## config.mk

```make
export PLATFORM = sky130hd
export DESIGN_NAME = roe_sequencer
export DESIGN_NICKNAME = d
export VERILOG_FILES = /design/src/rtl/roe_sequencer.sv
export SDC_FILE = /design/constraint.sdc
export NUM_CORES = 1
export LEC_CHECK = 0
export BUFFER_PORTS_ARGS = -buffer_cell sky130_fd_sc_hd__buf_4
export CAP_MARGIN = 10
export CORE_AREA = 2 2 97 52
export DETAILED_ROUTE_END_ITERATION = 12
export DIE_AREA = 0 0 99 54
export GPL_TIMING_DRIVEN = 0
export PLACE_DENSITY = 0.73
export SETUP_SLACK_MARGIN = 0.4
export SLEW_MARGIN = 20
export SYNTH_ARGS = -nofsm -noshare
export SYNTH_HDL_FRONTEND = slang
export SYNTH_SLANG_ARGS = --single-unit
```

## constraint.sdc

```tcl
create_clock -name clk -period 1.6 [get_ports clk]
set_input_delay 0.32 -clock clk [delete_from_list [all_inputs] [get_ports clk]]
set_output_delay 0.32 -clock clk [all_outputs]
set_load 0.05 [all_outputs]
```

## src/rtl/roe_sequencer.sv

```systemverilog
// rtl/roe_sequencer.sv - multi-cycle FETCH/LATCH/EXEC/MEM/WB sequencer for the R.O.E 9-bit datapath
// Optional MEM wait timeout enabled by defining ROE_SEQ_TIMEOUT_EN.
module roe_sequencer #(
    parameter int                PC_W        = 10,
    parameter logic [8:0]        HALT_INSTR  = 9'h1FF,
    parameter logic [PC_W-1:0]   START_PC    = '0,
    parameter int                MEM_TIMEOUT = 15
) (
    input  logic            clk,
    input  logic            rst_n,
    input  logic            start,
    input  logic [8:0]      imem_rdata,
    output logic            imem_req,
    output logic [PC_W-1:0] pc,
    output logic [8:0]      ir,
    input  logic            dec_reg_write,
    input  logic            dec_mem_read,
    input  logic            dec_mem_write,
    input  logic            branch_taken,
    input  logic [PC_W-1:0] branch_target,
    output logic            dmem_req,
    output logic            dmem_we,
    input  logic            dmem_ready,
    output logic            reg_we,
    output logic            busy,
    output logic            halted,
    output logic            err
);

    typedef enum logic [2:0] {
        S_IDLE, S_FETCH, S_LATCH, S_EXEC, S_MEM, S_WB, S_HALT
    } state_t;

    state_t          state_q, state_d;
    logic [PC_W-1:0] pc_q, pc_d;
    logic [PC_W-1:0] next_pc_q, next_pc_d;
    logic [8:0]      ir_q, ir_d;
    logic            store_q, store_d;
    logic            load_q, load_d;
    logic            imem_req_q, imem_req_d;
    logic            dmem_req_q, dmem_req_d;
    logic            dmem_we_q, dmem_we_d;
    logic            reg_we_q, reg_we_d;
    logic            busy_q, busy_d;
    logic            halted_q, halted_d;

`ifdef ROE_SEQ_TIMEOUT_EN
    localparam int CNT_W = $clog2(MEM_TIMEOUT + 1);
    logic [CNT_W-1:0] cnt_q, cnt_d;
    logic             err_q, err_d;
`endif

    always_comb begin
        state_d   = state_q;
        pc_d      = pc_q;
        next_pc_d = next_pc_q;
        ir_d      = ir_q;
        store_d   = store_q;
        load_d    = load_q;
`ifdef ROE_SEQ_TIMEOUT_EN
        cnt_d     = cnt_q;
        err_d     = err_q;
`endif
        case (state_q)
            S_IDLE: begin
                if (start) begin
                    pc_d    = START_PC;
                    state_d = S_FETCH;
                end
            end
            S_FETCH: state_d = S_LATCH;
            S_LATCH: begin
                ir_d    = imem_rdata;
                state_d = (imem_rdata == HALT_INSTR) ? S_HALT : S_EXEC;
            end
            S_EXEC: begin
                next_pc_d = branch_taken ? branch_target : pc_q + 1'b1;
                // A simultaneous read+write decodes as a store with no writeback.
                store_d   = dec_mem_write;
                load_d    = dec_mem_read & ~dec_mem_write;
                if (dec_mem_read || dec_mem_write) begin
                    state_d = S_MEM;
`ifdef ROE_SEQ_TIMEOUT_EN
                    cnt_d   = CNT_W'(1);
`endif
                end else if (dec_reg_write) begin
                    state_d = S_WB;
                end else begin
                    pc_d    = next_pc_d;
                    state_d = S_FETCH;
                end
            end
            S_MEM: begin
                if (dmem_ready) begin
                    if (load_q) begin
                        state_d = S_WB;
                    end else begin
                        pc_d    = next_pc_q;
                        state_d = S_FETCH;
                    end
                end
`ifdef ROE_SEQ_TIMEOUT_EN
                else if (cnt_q == CNT_W'(MEM_TIMEOUT)) begin
                    err_d   = 1'b1;
                    state_d = S_HALT;
                end else begin
                    cnt_d = cnt_q + 1'b1;
                end
`endif
            end
            S_WB: begin
                pc_d    = next_pc_q;
                state_d = S_FETCH;
            end
            S_HALT:  state_d = S_HALT;
            default: state_d = S_IDLE;
        endcase

        // Outputs are registered copies of the next-state decode.
        imem_req_d = (state_d == S_FETCH);
        dmem_req_d = (state_d == S_MEM);
        dmem_we_d  = (state_d == S_MEM) && store_d;
        reg_we_d   = (state_d == S_WB);
        busy_d     = (state_d != S_IDLE) && (state_d != S_HALT);
        halted_d   = (state_d == S_HALT);
    end

    always_ff @(posedge clk or negedge rst_n) begin
        if (!rst_n) begin
            state_q    <= S_IDLE;
            pc_q       <= START_PC;
            next_pc_q  <= START_PC;
            ir_q       <= '0;
            store_q    <= 1'b0;
            load_q     <= 1'b0;
            imem_req_q <= 1'b0;
            dmem_req_q <= 1'b0;
            dmem_we_q  <= 1'b0;
            reg_we_q   <= 1'b0;
            busy_q     <= 1'b0;
            halted_q   <= 1'b0;
`ifdef ROE_SEQ_TIMEOUT_EN
            cnt_q      <= '0;
            err_q      <= 1'b0;
`endif
        end else begin
            state_q    <= state_d;
            pc_q       <= pc_d;
            next_pc_q  <= next_pc_d;
            ir_q       <= ir_d;
            store_q    <= store_d;
            load_q     <= load_d;
            imem_req_q <= imem_req_d;
            dmem_req_q <= dmem_req_d;
            dmem_we_q  <= dmem_we_d;
            reg_we_q   <= reg_we_d;
            busy_q     <= busy_d;
            halted_q   <= halted_d;
`ifdef ROE_SEQ_TIMEOUT_EN
            cnt_q      <= cnt_d;
            err_q      <= err_d;
`endif
        end
    end

    assign imem_req = imem_req_q;
    assign pc       = pc_q;
    assign ir       = ir_q;
    assign dmem_req = dmem_req_q;
    assign dmem_we  = dmem_we_q;
    assign reg_we   = reg_we_q;
    assign busy     = busy_q;
    assign halted   = halted_q;
`ifdef ROE_SEQ_TIMEOUT_EN
    assign err      = err_q;
`else
    assign err      = 1'b0;
`endif

endmodule

```

---- After elaboration in Yosys (flattened, before gate mapping) ----
Index checks and enable logic that the tools add are counted.
cells by class
  add/sub/neg operators ................... 1
  muxes and demuxes ....................... 15
  reduce and logical (&&, ||, !) cells .... 7
  bitwise operators ....................... 2
  equal/unequal tests ..................... 17
operators with widths
  operator                 count
  $mux W10                 6
  $pmux W10 S4             1
  $pmux W3 S7              1
  $eq A3 B3 Y1 const B     6
  $mux W3                  6
  $add A10 B1 Y10 const B  1
  $ne A2 B2 Y1 const B     5
  $eq A9 B9 Y1 const B     1
  $eq A3 B1 Y1 const B     2
  $eq A3 B2 Y1 const B     2
  $reduce_and A6 Y1        1
  $reduce_bool A4 Y1       1
  $logic_not A3 Y1         1
  $ne A3 B3 Y1 const B     1
  $reduce_bool A3 Y1       1
  $logic_and A1 B1 Y1      2
  $and A1 B1 Y1            1
  $logic_or A1 B1 Y1       1
  $mux W1                  1
  $not A1 Y1               1
word-level totals
  register bits ........................... 40
  input port bits ......................... 27
  word-level logic and storage cells ...... 54
  output and inout bits ................... 26

---- Depth between registers and ports, before layout ----
Gate-level depths: netlist of run 1.
  word-level depth ........................ 5
  mapped depth ............................ 7
  depth with buffers taken out ............ 5

---- Worst setup path before layout of run 1 ----
Ideal clock, no wire load.
  kind .................................... register to register
  start ................................... register pc_q[0], in the netlist pc[0]
  end ..................................... register pc_q[6], in the netlist pc[6]
  arrival ................................. 1.703 ns
  stages on the path, launching flop included .. 6
  path buffers ............................ 0
  slack ................................... -0.186 ns
  setup time .............................. 0.083 ns
  required time ........................... 1.517 ns
  period minus slack after synthesis ...... 1.786 ns
  cell sequence ........................... dfrtp_1 > ha_1 > and4_1 > nand2_1 > o311a_1 > o21ai_0
between the ends
  word-level cells in the longest chain between the ends .. 5
RTL lines
  what                    line  RTL
  from (decl)             35    logic [PC_W-1:0] pc_q, pc_d;
  from (signal assigned)  148   pc_q <= pc_d;
  $add A10 B1 Y10         77    next_pc_d = branch_taken ? branch_target : pc_q + 1'b1;
  $mux W10                77
  $mux W10                86    end else if (dec_reg_write) begin
  $mux W10                81    if (dec_mem_read || dec_mem_write) begin
  $pmux W10 S4            64    case (state_q)
Every way passes these cells. The select of a mux whose other input is x is not followed.
A chain may end at the register's enable or synchronous reset.

---- Worst setup path after layout of run 1 ----
  start ................................... register state_q[0]
  end ..................................... register pc_q[0], in the netlist pc[0]
between the ends
  word-level cells in the longest chain between the ends .. 3
  elaborated cells on any way between the ends .. 12
  classes of those cells .................. 8 x eq/ne; 1 x mux; 3 x reduce/logical
RTL lines
  what                                                                 line  RTL
  from (decl)                                                          34    state_t state_q, state_d;
  from (signal assigned)                                               147   state_q <= state_d;
  $eq A3 B3 Y1, or another cell as far along                           64
  $reduce_bool A4 Y1 (no source line) or $ne A2 B2 Y1 (tied branches)  n/a
  $reduce_and A6 Y1 (no source line)                                   n/a
Parallel ways exist; a longest one is shown, timed or not.

==> tab_implementation.tex, run 1 <==
\begin{tabular}{lr}
\hline
Metric & Value \\
\hline
\multicolumn{2}{l}{\textbf{Clock network}} \\
\quad Later-pin clock latency in the skew report & 0.30 ns \\
\quad Hold Buf Count CTS & 0 \\
\quad Bufs on Longest Clock Path & 2 \\
\quad Buffer cell driving the clock tree root & sky130\_fd\_sc\_hd\_\_clkbuf\_8 \\
\quad TritonCTS Buffers & 5 \\
\quad CTS tree & yes \\
\quad Clock transition at the registers of the reported paths & 0.08 ns \\
\quad CTS sink cnt & 40 \\
\quad Htree depth & 2 \\
\multicolumn{2}{l}{\textbf{STA}} \\
\quad Maximum clock rate & 574 MHz \\
\quad Setup violations, final & 11 \\
\quad Sum of negative setup slack & -0.956 ns \\
\quad Final cycle utilization of the critical path & 1.09 \\
\quad Worst slew pin tran & 0.777 ns \\
\quad Unrepaired setup endpoints after global routing & true \\
\quad Post-route setup slack & -0.141 ns \\
\quad Normalized max-slew margin & 0.478 \\
\quad Post-route minimum period & 1.74 ns \\
\quad Clock tree skew after final layout & 0.00419 ns \\
\quad Worst slack on hold paths & -0.0120 ns \\
\quad Hold violation count in the final report & 18 \\
\quad Fin. max-slew vios & 0 \\
\multicolumn{2}{l}{\textbf{Synthesis}} \\
\quad FFs w/ async S/R, synth & 1.00 \\
\quad Post-synth top area cell & sky130\_fd\_sc\_hd\_\_dfrtp\_1 \\
\quad Average instance area after synthesis & 10.0 um2 \\
\quad Commonest register cell after synthesis & sky130\_fd\_sc\_hd\_\_dfrtp\_1 \\
\quad Synthesized netlist cell count & 204 \\
\quad Net count of the mapped netlist & 232 \\
\quad Combined area of all synthesized cells & 2050 um2 \\
\quad Number of library cell types mapped by synthesis & 53 \\
\quad Share of synthesized area occupied by flip-flops and latches & 0.489 \\
\quad Top-area cell type share of the netlist area & 0.489 \\
\quad Count leader, synth & sky130\_fd\_sc\_hd\_\_dfrtp\_1 \\
\quad Syn. warnings & 0 \\
\quad Count of flip-flops with a built-in enable after synthesis & 0 \\
\quad Largest cells by area after synthesis & sky130\_fd\_sc\_hd\_\_dfrtp\_1, sky130\_fd\_sc\_hd\_\_nand2\_1, sky130\_fd\_sc\_hd\_\_mux2\_2 \\
\quad Synthesis-stage register bit count & 40 \\
\quad Most common library cells after synthesis & sky130\_fd\_sc\_hd\_\_dfrtp\_1, sky130\_fd\_sc\_hd\_\_nand2\_1, sky130\_fd\_sc\_hd\_\_o21ai\_0 \\
\multicolumn{2}{l}{\textbf{Routing}} \\
\quad Number of nets with antenna violations after routing & 0 \\
\quad Initial DRC Count & 206 \\
\quad Average wire per cell in the routed design & 19.1 um \\
\quad Routed WL & 6940 um \\
\quad Via count of the routed design & 2,127 \\
\quad Post-detailed-route DRC marker count & 0 \\
\quad Via density per instance & 5.86 \\
\quad First-pass iteration count of the detailed router & 4 \\
\multicolumn{2}{l}{\textbf{Power}} \\
\quad Cell Pwr Density & 2250 nW/um2 \\
\quad Static leakage & 0.00158 uW \\
\quad Worst voltage drop across the vdd grid & 1470 uV \\
\multicolumn{2}{l}{\textbf{GRT}} \\
\quad Vias in the first global route & 1,924 \\
\quad Number of antenna violations at the first check in global routing & 0 \\
\quad All-layer global routing usage & 0.254 \\
\quad Wire length of the first global-routing pass & 10,200 um \\
\quad Maximum number of pins on one net before global-route repair & 41 \\
\quad Aggregate global routing overflow & 0 \\
\multicolumn{2}{l}{\textbf{Layout}} \\
\quad Core occupancy in the finished layout & 0.747 \\
\quad Proportion of layout cells with a drive suffix above 1 & 0.574 \\
\quad Number of nets at the end of the flow & 330 \\
\quad Antenna diode count & 0 \\
\quad Synth-to-Final Area Change & 68.5\% \\
\multicolumn{2}{l}{\textbf{Die}} \\
\quad Die area & 5350 um2 \\
\quad DIE WIDTH & 99 um \\
\quad Die extent in y & 54 um \\
\quad Core Region & 4620 um2 \\
\quad Top Ports & 53 \\
\quad Site row count & 18 \\
\quad Starting density of the core & 0.443 \\
\multicolumn{2}{l}{\textbf{Setup path}} \\
\quad WS Path Type & reg2reg \\
\quad Critical path's most frequent cell & sky130\_fd\_sc\_hd\_\_buf\_6 \\
\quad Crit-path cells & buf\_6, and3b\_1, buf\_6, a221o\_1, nand2\_4, inv\_4, mux2\_4 \\
\quad Worst-path cell with the longest stage delay & sky130\_fd\_sc\_hd\_\_dfrtp\_1 \\
\quad Delay contributed by the slowest stage of the critical path & 0.38 ns \\
\quad Critical path endpoint category & register \\
\quad CP Data Required Time & 1.79 ns \\
\quad Top fanout value on the critical path & 5 \\
\quad Nature of the critical path startpoint & register \\
\quad Worst endpoint data arrival time & 1.93 ns \\
\multicolumn{2}{l}{\textbf{Placed design}} \\
\quad Gp weighted congestion & 0.866 \\
\quad Estimated wirelength of the detail-placed design & 3890 um \\
\quad Count of port buffers added during placement & 50 \\
\multicolumn{2}{l}{\textbf{Min path}} \\
\quad Worst min path class & in2async \\
\multicolumn{2}{l}{\textbf{Flow run}} \\
\quad Max Cap Viol & 0 \\
\multicolumn{2}{l}{\textbf{Outcome}} \\
\quad Failing checks & hold timing, setup timing \\
\quad Run status & finished with violations \\
\hline
\end{tabular}
==> worst max-delay path: cells and delay by family (launching register included) <==
family	cells	cell delay (ns)
compound gates	1	0.37
buf+inv	3	0.30
flops	1	0.38
mux	1	0.28
simple gates	2	0.28
==> flip-flops by register name (all words and copies together), names as in the netlist <==
name,cells
busy,1
dmem_req,1
dmem_we,1
halted,1
imem_req,1
ir,9
load_q,1
next_pc_q,10
pc,10
reg_we,1
state_q,3
store_q,1
==> logic make-up after synthesis <==
| family | after synthesis | synth area share |
|---|---|---|
| buffers and inverters | 18 | 0.0446 |
| other | 1 | 0.00183 |
| DFF | 40 | 0.489 |
| AOI/OAI and AO/OA | 56 | 0.188 |
| xor gates and xnor gates | 6 | 0.0257 |
| and+or+nand+nor | 71 | 0.183 |
| muxes | 11 | 0.0617 |
| adders and majority gates | 1 | 0.00611 |
==> layout by cell type (no fill, tap or decap), drive strengths merged, types with 6 or more instances in the layout <==
cell type and count:
buf 99, nand2 31, inv 6, o31ai 7, clkbuf 10, a21oi 11
dfrtp 40, o21ai 13, mux2 10, nor2 9
==> metal layers <==
layer / wire length (um) / global-route usage / vias to the layer above
met5: 0 / 0 / -
met4: 95 / 0.0525 / 0
met3: 669 / 0.0584 / 14
met2: 3130 / 0.370 / 115
met1: 3040 / 0.386 / 1054
li1: - / - / 944
==> report_power, final <==
group	leakage, uW	internal, uW	total (uW)	switching [uW]
Sequential	0.000489	1490	1970	482
Clock	0.0000645	551	926	376
Combinational	0.00103	2300	4870	2570
==> metrics by stage <==
step	worst slack, ns	power (uW)	instances	instance area (um2)
after detailed placement	-0.278	5070	314	2610
after floorplan	-0.0879	4140	204	2160
after global placement	-0.278	5010	314	2610
after CTS	-0.153	7220	355	3270
after global routing	-0.172	8080	363	3450
final	-0.141	7770	363	3450
==> final timing paths <==
| kind | slack, ns | cells past startpoint | endpoint | startpoint |
|---|---|---|---|---|
| hold reg to reg | 0.50 | 2 | next_pc_q[3] | next_pc_q[3] |
| setup / recovery | -0.14 | 7 | pc[0] | state_q[0] |
| max in group asynchronous | 1.22 | 1 | pc[6] | rst_n |
| setup reg to reg | -0.14 | 7 | pc[0] | state_q[0] |
| min in group clk | 0.26 | 2 | ir[8] | imem_rdata[8] |
| hold / removal | -0.01 | 1 | ir[5] | rst_n |
==> repair_timing <==
action	CTS	global route
gates resized for setup	73	32
cloned	3	0
setup endpoints to repair	50	60
pin swaps	18	16
hold endpoints to repair	0	0
setup buffers	30	8
==> final cells by class <==
type | count | area, um2
timing repair buffer | 90 | 848
tap | 60 | 75.1
clock buffer | 7 | 96.3
buffer | 12 | 131
inverter | 6 | 25.0
fill | 289 | 1170
clock inverter | 1 | 30.0
multi-input combinational | 147 | 1230
sequential | 40 | 1010
No activity file was read; power rests on OpenSTA's default activity.
==> run 2: changes to the inputs <==
- CORE_AREA: 2 2 97 52 -> 5 5 100 55
- DIE_AREA: 0 0 99 54 -> 0 0 105 60
==> tab_implementation.tex, run 2 (same netlist as run 1, synthesis figures left out) <==
\begin{tabular}{lr}
\hline
Metric & Value \\
\hline
\multicolumn{2}{l}{\textbf{Clock network}} \\
\quad Later-pin clock latency in the skew report & 0.30 ns \\
\quad CTS tree & yes \\
\quad Hold Buf Count CTS & 0 \\
\quad Buffer cell driving the clock tree root & sky130\_fd\_sc\_hd\_\_clkbuf\_8 \\
\quad Bufs on Longest Clock Path & 2 \\
\quad CTS sink cnt & 40 \\
\quad Htree depth & 2 \\
\quad Clock transition at the registers of the reported paths & 0.08 ns \\
\quad TritonCTS Buffers & 5 \\
\multicolumn{2}{l}{\textbf{Routing}} \\
\quad Routed WL & 7600 um \\
\quad Via density per instance & 6.00 \\
\quad Initial DRC Count & 157 \\
\quad Via count of the routed design & 2,239 \\
\quad First-pass iteration count of the detailed router & 5 \\
\quad Average wire per cell in the routed design & 20.4 um \\
\quad Number of nets with antenna violations after routing & 0 \\
\quad Post-detailed-route DRC marker count & 0 \\
\multicolumn{2}{l}{\textbf{GRT}} \\
\quad Aggregate global routing overflow & 0 \\
\quad Vias in the first global route & 2,103 \\
\quad Number of antenna violations at the first check in global routing & 0 \\
\quad Wire length of the first global-routing pass & 10,800 um \\
\quad Maximum number of pins on one net before global-route repair & 41 \\
\quad All-layer global routing usage & 0.226 \\
\multicolumn{2}{l}{\textbf{Layout}} \\
\quad Proportion of layout cells with a drive suffix above 1 & 0.607 \\
\quad Most used cells in the layout excluding fill and tap cells & sky130\_fd\_sc\_hd\_\_buf\_4, sky130\_fd\_sc\_hd\_\_buf\_6, sky130\_fd\_sc\_hd\_\_dfrtp\_1 \\
\quad Storage element area & 1010 um2 \\
\quad Area occupied by multi-input gates & 1280 um2 \\
\quad Number of nets at the end of the flow & 341 \\
\quad Synth-to-Final Area Change & 73.9\% \\
\quad Core occupancy in the finished layout & 0.767 \\
\quad Antenna diode count & 0 \\
\quad Commonest non-fill, non-tap cell in the layout & sky130\_fd\_sc\_hd\_\_buf\_4 \\
\quad Cell area after layout & 3560 um2 \\
\quad Fillers & 276 \\
\multicolumn{2}{l}{\textbf{STA}} \\
\quad Setup violations, final & 22 \\
\quad Maximum clock rate & 555 MHz \\
\quad Clock tree skew after final layout & 0.00701 ns \\
\quad Unrepaired setup endpoints after global routing & true \\
\quad Worst slew pin tran & 0.769 ns \\
\quad Worst slack on hold paths & -0.0132 ns \\
\quad Fin. max-slew vios & 0 \\
\quad Normalized max-slew margin & 0.484 \\
\quad Post-route setup slack & -0.202 ns \\
\quad Final cycle utilization of the critical path & 1.13 \\
\quad Hold violation count in the final report & 30 \\
\quad Post-route minimum period & 1.80 ns \\
\multicolumn{2}{l}{\textbf{Placed design}} \\
\quad Placement-stage worst setup slack & -0.311 ns \\
\quad Count of port buffers added during placement & 50 \\
\quad Placement-stage cell area & 2610 um2 \\
\quad Estimated wirelength of the detail-placed design & 4080 um \\
\quad Gp weighted congestion & 0.876 \\
\multicolumn{2}{l}{\textbf{Flow run}} \\
\quad Max Cap Viol & 0 \\
\multicolumn{2}{l}{\textbf{Outcome}} \\
\quad Failing checks & hold timing, setup timing \\
\quad Run status & finished with violations \\
\multicolumn{2}{l}{\textbf{Power}} \\
\quad Worst voltage drop across the vdd grid & 1490 uV \\
\quad Power Total & 7920 uW \\
\quad Static leakage & 0.00162 uW \\
\quad Cell Pwr Density & 2230 nW/um2 \\
\multicolumn{2}{l}{\textbf{Setup path}} \\
\quad Capture instance of the worst register-to-register path & pc[0] \\
\quad WP buf/inv & 3 \\
\quad CP top delay family & buffers and inverters \\
\quad Top fanout value on the critical path & 8 \\
\quad Number of stages on the worst setup path & 7 \\
\quad Timing startpoint of the critical path & state\_q[2] \\
\quad Nature of the critical path startpoint & register \\
\quad WS Path Type & reg2reg \\
\quad Worst-path cell with the longest stage delay & sky130\_fd\_sc\_hd\_\_dfrtp\_1 \\
\quad Capturing element of the worst setup path & pc[0] \\
\quad Crit-path cells & buf\_6, nor4b\_4, buf\_4, a221o\_1, nand2\_4, inv\_4, mux2\_4 \\
\quad Worst-case register-to-register setup slack & -0.20 ns \\
\quad Delay contributed by the slowest stage of the critical path & 0.39 ns \\
\quad Number of cell instances on the worst register-to-register path & 7 \\
\quad Critical path endpoint category & register \\
\quad CP Data Required Time & 1.79 ns \\
\quad Worst endpoint data arrival time & 1.99 ns \\
\quad Origin of the critical flop-to-flop path & state\_q[2] \\
\multicolumn{2}{l}{\textbf{Die}} \\
\quad Starting density of the core & 0.441 \\
\quad Site row count & 18 \\
\quad Top Ports & 53 \\
\quad Die extent in y & 60 um \\
\quad Core Region & 4640 um2 \\
\quad Die area & 6300 um2 \\
\quad DIE WIDTH & 105 um \\
\multicolumn{2}{l}{\textbf{Min path}} \\
\quad Worst min path class & in2async \\
\hline
\end{tabular}
run 2: per-layer routing:
layer | part of all wire | global-route usage | vias to the layer above | routed length (um)
met5 | 0 | 0 | - | 0
met4 | 0.031 | 0.0947 | 0 | 238
met3 | 0.095 | 0.0647 | 28 | 724
met2 | 0.45 | 0.330 | 139 | 3430
met1 | 0.42 | 0.317 | 1104 | 3200
li1 | - | - | 968 | -
run 2: final cells by class:
type                    count  share of cell area
well taps                  60              0.0211
plain buffers              12              0.0366
multi-input cells         147               0.361
flip-flops and latches     40               0.285
clock buffers               7              0.0271
inverters                   6             0.00703
repair buffers            101               0.263
run 2: what timing repair did:
| item | 4_1_cts | 5_1_grt |
|---|---|---|
| endpoints found under the hold margin | 0 | 0 |
| pin swaps | 15 | 16 |
| setup buffers | 30 | 20 |
| resized for setup | 74 | 47 |
| endpoints found under the setup margin | 53 | 57 |
| cloned | 2 | 0 |
run 2: per-stage QoR:
| stage | cells | TNS, ns |
|---|---|---|
| floorplan | 204 | -0.0879 |
| global placement | 314 | -2.71 |
| detailed placement | 314 | -3.03 |
| CTS | 353 | -1.24 |
| global route | 373 | -3.04 |
| finish | 373 | -1.56 |
run 2: worst min-delay path by stage:
stage                               to  depth (start not counted)
final                            ir[5]                          1
after global routing             ir[5]                          1
after CTS                 next_pc_q[5]                          1
after detailed placement         ir[5]                          1
after global placement           ir[5]                          1
after floorplan                   busy                          0
run 2: where the power goes:
| group | internal, uW | switching (uW) |
|---|---|---|
| registers | 1490 | 446 |
| logic | 2480 | 2760 |
| clock network | 384 | 358 |
| total | 4360 | 3560 |
==> run 3: changes to the inputs <==
--- a/config.mk
+++ b/config.mk
@@ -9,7 +9,7 @@
 export CAP_MARGIN = 10
-export CORE_AREA = 5 5 100 55
+export CORE_AREA = 5 5 97 54
 export DETAILED_ROUTE_END_ITERATION = 12
-export DIE_AREA = 0 0 105 60
+export DIE_AREA = 0 0 102 59
 export GPL_TIMING_DRIVEN = 0
-export PLACE_DENSITY = 0.73
+export PLACE_DENSITY = 0.74
 export SETUP_SLACK_MARGIN = 0.4
==> constraint.sdc (replaced) <==
create_clock -name clk -period 1.8 [get_ports clk]
set_input_delay 0 -clock clk [delete_from_list [all_inputs] [get_ports clk]]
set_output_delay 0 -clock clk [all_outputs]
set_load 0.05 [all_outputs]
==> tab_implementation.tex, run 3 (same netlist as run 1, synthesis figures left out) <==
\begin{tabular}{lr}
\hline
Metric & Value \\
\hline
\multicolumn{2}{l}{\textbf{Power}} \\
\quad Worst voltage drop across the vdd grid & 1210 uV \\
\quad Static leakage & 0.00151 uW \\
\quad Cell Pwr Density & 1910 nW/um2 \\
\multicolumn{2}{l}{\textbf{Setup path}} \\
\quad Worst-path cell with the longest stage delay & sky130\_fd\_sc\_hd\_\_dfrtp\_1 \\
\quad Critical path endpoint category & register \\
\quad CP top delay family & flip-flops \\
\quad WP buf/inv & 3 \\
\quad WS Path Type & reg2reg \\
\quad CP Data Required Time & 1.99 ns \\
\quad Nature of the critical path startpoint & register \\
\quad Critical path's most frequent cell & sky130\_fd\_sc\_hd\_\_buf\_6 \\
\quad Top fanout value on the critical path & 4 \\
\quad Crit-path cells & buf\_6, and3b\_1, buf\_6, a221o\_1, nand2\_4, inv\_6, mux2\_4 \\
\quad Worst endpoint data arrival time & 1.88 ns \\
\quad Delay contributed by the slowest stage of the critical path & 0.38 ns \\
\multicolumn{2}{l}{\textbf{STA}} \\
\quad Unrepaired setup endpoints after global routing & true \\
\quad Clock tree skew after final layout & 0.00653 ns \\
\quad Normalized max-slew margin & 0.530 \\
\quad Fin. max-slew vios & 0 \\
\quad Setup violations, final & 0 \\
\quad Maximum clock rate & 591 MHz \\
\quad Sum of negative setup slack & 0 ns \\
\quad Hold violation count in the final report & 0 \\
\quad Worst slew pin tran & 0.706 ns \\
\quad Post-route minimum period & 1.69 ns \\
\quad Final cycle utilization of the critical path & 0.940 \\
\multicolumn{2}{l}{\textbf{Die}} \\
\quad Die extent in y & 59 um \\
\quad DIE WIDTH & 102 um \\
\quad Site row count & 17 \\
\quad Core Region & 4230 um2 \\
\quad Top Ports & 53 \\
\quad Starting density of the core & 0.484 \\
\quad Die area & 6020 um2 \\
\multicolumn{2}{l}{\textbf{Layout}} \\
\quad Proportion of layout cells with a drive suffix above 1 & 0.498 \\
\quad Fillers & 264 \\
\quad Number of cells in the finished layout apart from fillers & 364 \\
\quad Antenna diode count & 0 \\
\quad Commonest non-fill, non-tap cell in the layout & sky130\_fd\_sc\_hd\_\_buf\_4 \\
\quad Most used cells in the layout excluding fill and tap cells & sky130\_fd\_sc\_hd\_\_buf\_4, sky130\_fd\_sc\_hd\_\_dfrtp\_1, sky130\_fd\_sc\_hd\_\_nand2\_1 \\
\quad Synth-to-Final Area Change & 61.1\% \\
\quad Cell area after layout & 3300 um2 \\
\quad Number of nets at the end of the flow & 334 \\
\multicolumn{2}{l}{\textbf{Flow run}} \\
\quad Max Cap Viol & 0 \\
\multicolumn{2}{l}{\textbf{GRT}} \\
\quad Aggregate global routing overflow & 0 \\
\quad Number of antenna violations at the first check in global routing & 0 \\
\quad Vias in the first global route & 2,187 \\
\quad All-layer global routing usage & 0.227 \\
\quad Wire length of the first global-routing pass & 10,500 um \\
\quad Maximum number of pins on one net before global-route repair & 41 \\
\multicolumn{2}{l}{\textbf{Clock network}} \\
\quad Htree depth & 2 \\
\quad Later-pin clock latency in the skew report & 0.30 ns \\
\quad Clock transition at the registers of the reported paths & 0.08 ns \\
\quad CTS sink cnt & 40 \\
\quad CTS tree & yes \\
\quad Bufs on Longest Clock Path & 2 \\
\quad Buffer cell driving the clock tree root & sky130\_fd\_sc\_hd\_\_clkbuf\_8 \\
\quad TritonCTS Buffers & 5 \\
\multicolumn{2}{l}{\textbf{Routing}} \\
\quad Number of nets with antenna violations after routing & 0 \\
\quad Post-detailed-route DRC marker count & 0 \\
\quad Via count of the routed design & 2,048 \\
\quad First-pass iteration count of the detailed router & 4 \\
\quad Average wire per cell in the routed design & 18.3 um \\
\quad Via density per instance & 5.63 \\
\quad Routed WL & 6670 um \\
\quad Initial DRC Count & 105 \\
\multicolumn{2}{l}{\textbf{Outcome}} \\
\quad Run status & finished, final reports clean \\
\multicolumn{2}{l}{\textbf{Placed design}} \\
\quad Placed cell count & 311 \\
\quad Placement-stage cell area & 2560 um2 \\
\quad Gp weighted congestion & 0.873 \\
\quad Estimated wirelength of the detail-placed design & 3730 um \\
\quad Count of port buffers added during placement & 50 \\
\multicolumn{2}{l}{\textbf{Min path}} \\
\quad Worst min path class & in2reg \\
\hline
\end{tabular}
[run 3: cell count changes in the layout (fill, tap and decap cells not counted), moves of 3 or more]
cell	previous run	this run
sky130_fd_sc_hd__buf_6	31	8
sky130_fd_sc_hd__dlygate4sd3_1	0	13
sky130_fd_sc_hd__nand2_1	17	27
sky130_fd_sc_hd__buf_4	67	76
sky130_fd_sc_hd__buf_8	11	2
sky130_fd_sc_hd__mux2_2	0	9
sky130_fd_sc_hd__mux2_4	10	1
sky130_fd_sc_hd__nand2_2	11	3
sky130_fd_sc_hd__o21ai_0	2	5
sky130_fd_sc_hd__o21ai_2	5	2
[run 3: worst register-to-register path: stages, from the launching register on]
cell and delay [ns]:
sky130_fd_sc_hd__dfrtp_1 0.38, sky130_fd_sc_hd__buf_6 0.12, sky130_fd_sc_hd__and3b_1 0.16, sky130_fd_sc_hd__buf_6 0.13
sky130_fd_sc_hd__a221o_1 0.37, sky130_fd_sc_hd__nand2_4 0.10, sky130_fd_sc_hd__inv_6 0.05, sky130_fd_sc_hd__mux2_4 0.28
[run 3: area by class of cell]
| cell class | count | area [um2] | area share |
|---|---|---|---|
| Buffer | 12 | 115 | 0.0349 |
| Clock buffer | 6 | 72.6 | 0.0220 |
| Clock inverter | 2 | 60.1 | 0.0182 |
| Inverter | 6 | 27.5 | 0.00835 |
| Multi-Input combinational cell | 147 | 1150 | 0.350 |
| Sequential cell | 40 | 1010 | 0.307 |
| Tap cell | 57 | 71.3 | 0.0216 |
| Timing Repair Buffer | 94 | 783 | 0.238 |
[run 3: layer usage]
layer,up-vias,routed length (um),track usage
met5,-,0,0
met3,14,484,0.0764
li1,947,-,-
met2,81,3190,0.387
met1,1006,2880,0.268
met4,0,118,0.0860
[run 3: per-stage QoR]
step / total power (uW) / hold slack [ns] / utilization / setup WS, ns
floorplan: 3590 / -0.296 / - / 0.112
global placement: 4360 / 0.00599 / 0.604 / -0.0421
detailed placement: 4420 / 0.0113 / 0.604 / -0.0753
CTS: 5950 / 0.0176 / 0.744 / 0.0946
global route: 6590 / 0.0280 / 0.779 / 0.0201
finish: 6300 / 0.0138 / 0.779 / 0.108
[run 3: repair_timing]
item / 4_1_cts / 5_1_grt
endpoints found under the hold margin: 52 / 0
pin swaps: 13 / 14
gates cloned: 1 / 1
hold buffers: 13 / 0
endpoints found under the setup margin: 37 / 35
buffers inserted: 26 / 4
resized for setup: 25 / 30
[run 3: worst paths after layout]
| check | startpoint | endpoint | cells after the start | slack [ns] |
|---|---|---|---|---|
| worst max register to register | state_q[0] | pc[0] | 7 | 0.11 |
| max in group asynchronous | rst_n | state_q[1] | 2 | 1.19 |
| min in group asynchronous | rst_n | next_pc_q[6] | 2 | 0.21 |
| worst max-delay path | state_q[0] | pc[0] | 7 | 0.11 |
| worst min-delay path | branch_target[0] | next_pc_q[0] | 3 | 0.01 |
| worst min register to register | load_q | load_q | 2 | 0.47 |
[run 3: where the power goes]
part / leakage, uW / internal, uW / switching [uW]
Sequential: 0.000489 / 1320 / 300
Clock: 0.0000654 / 554 / 328
Combinational: 0.000959 / 1580 / 2210
Total: 0.00151 / 3460 / 2840
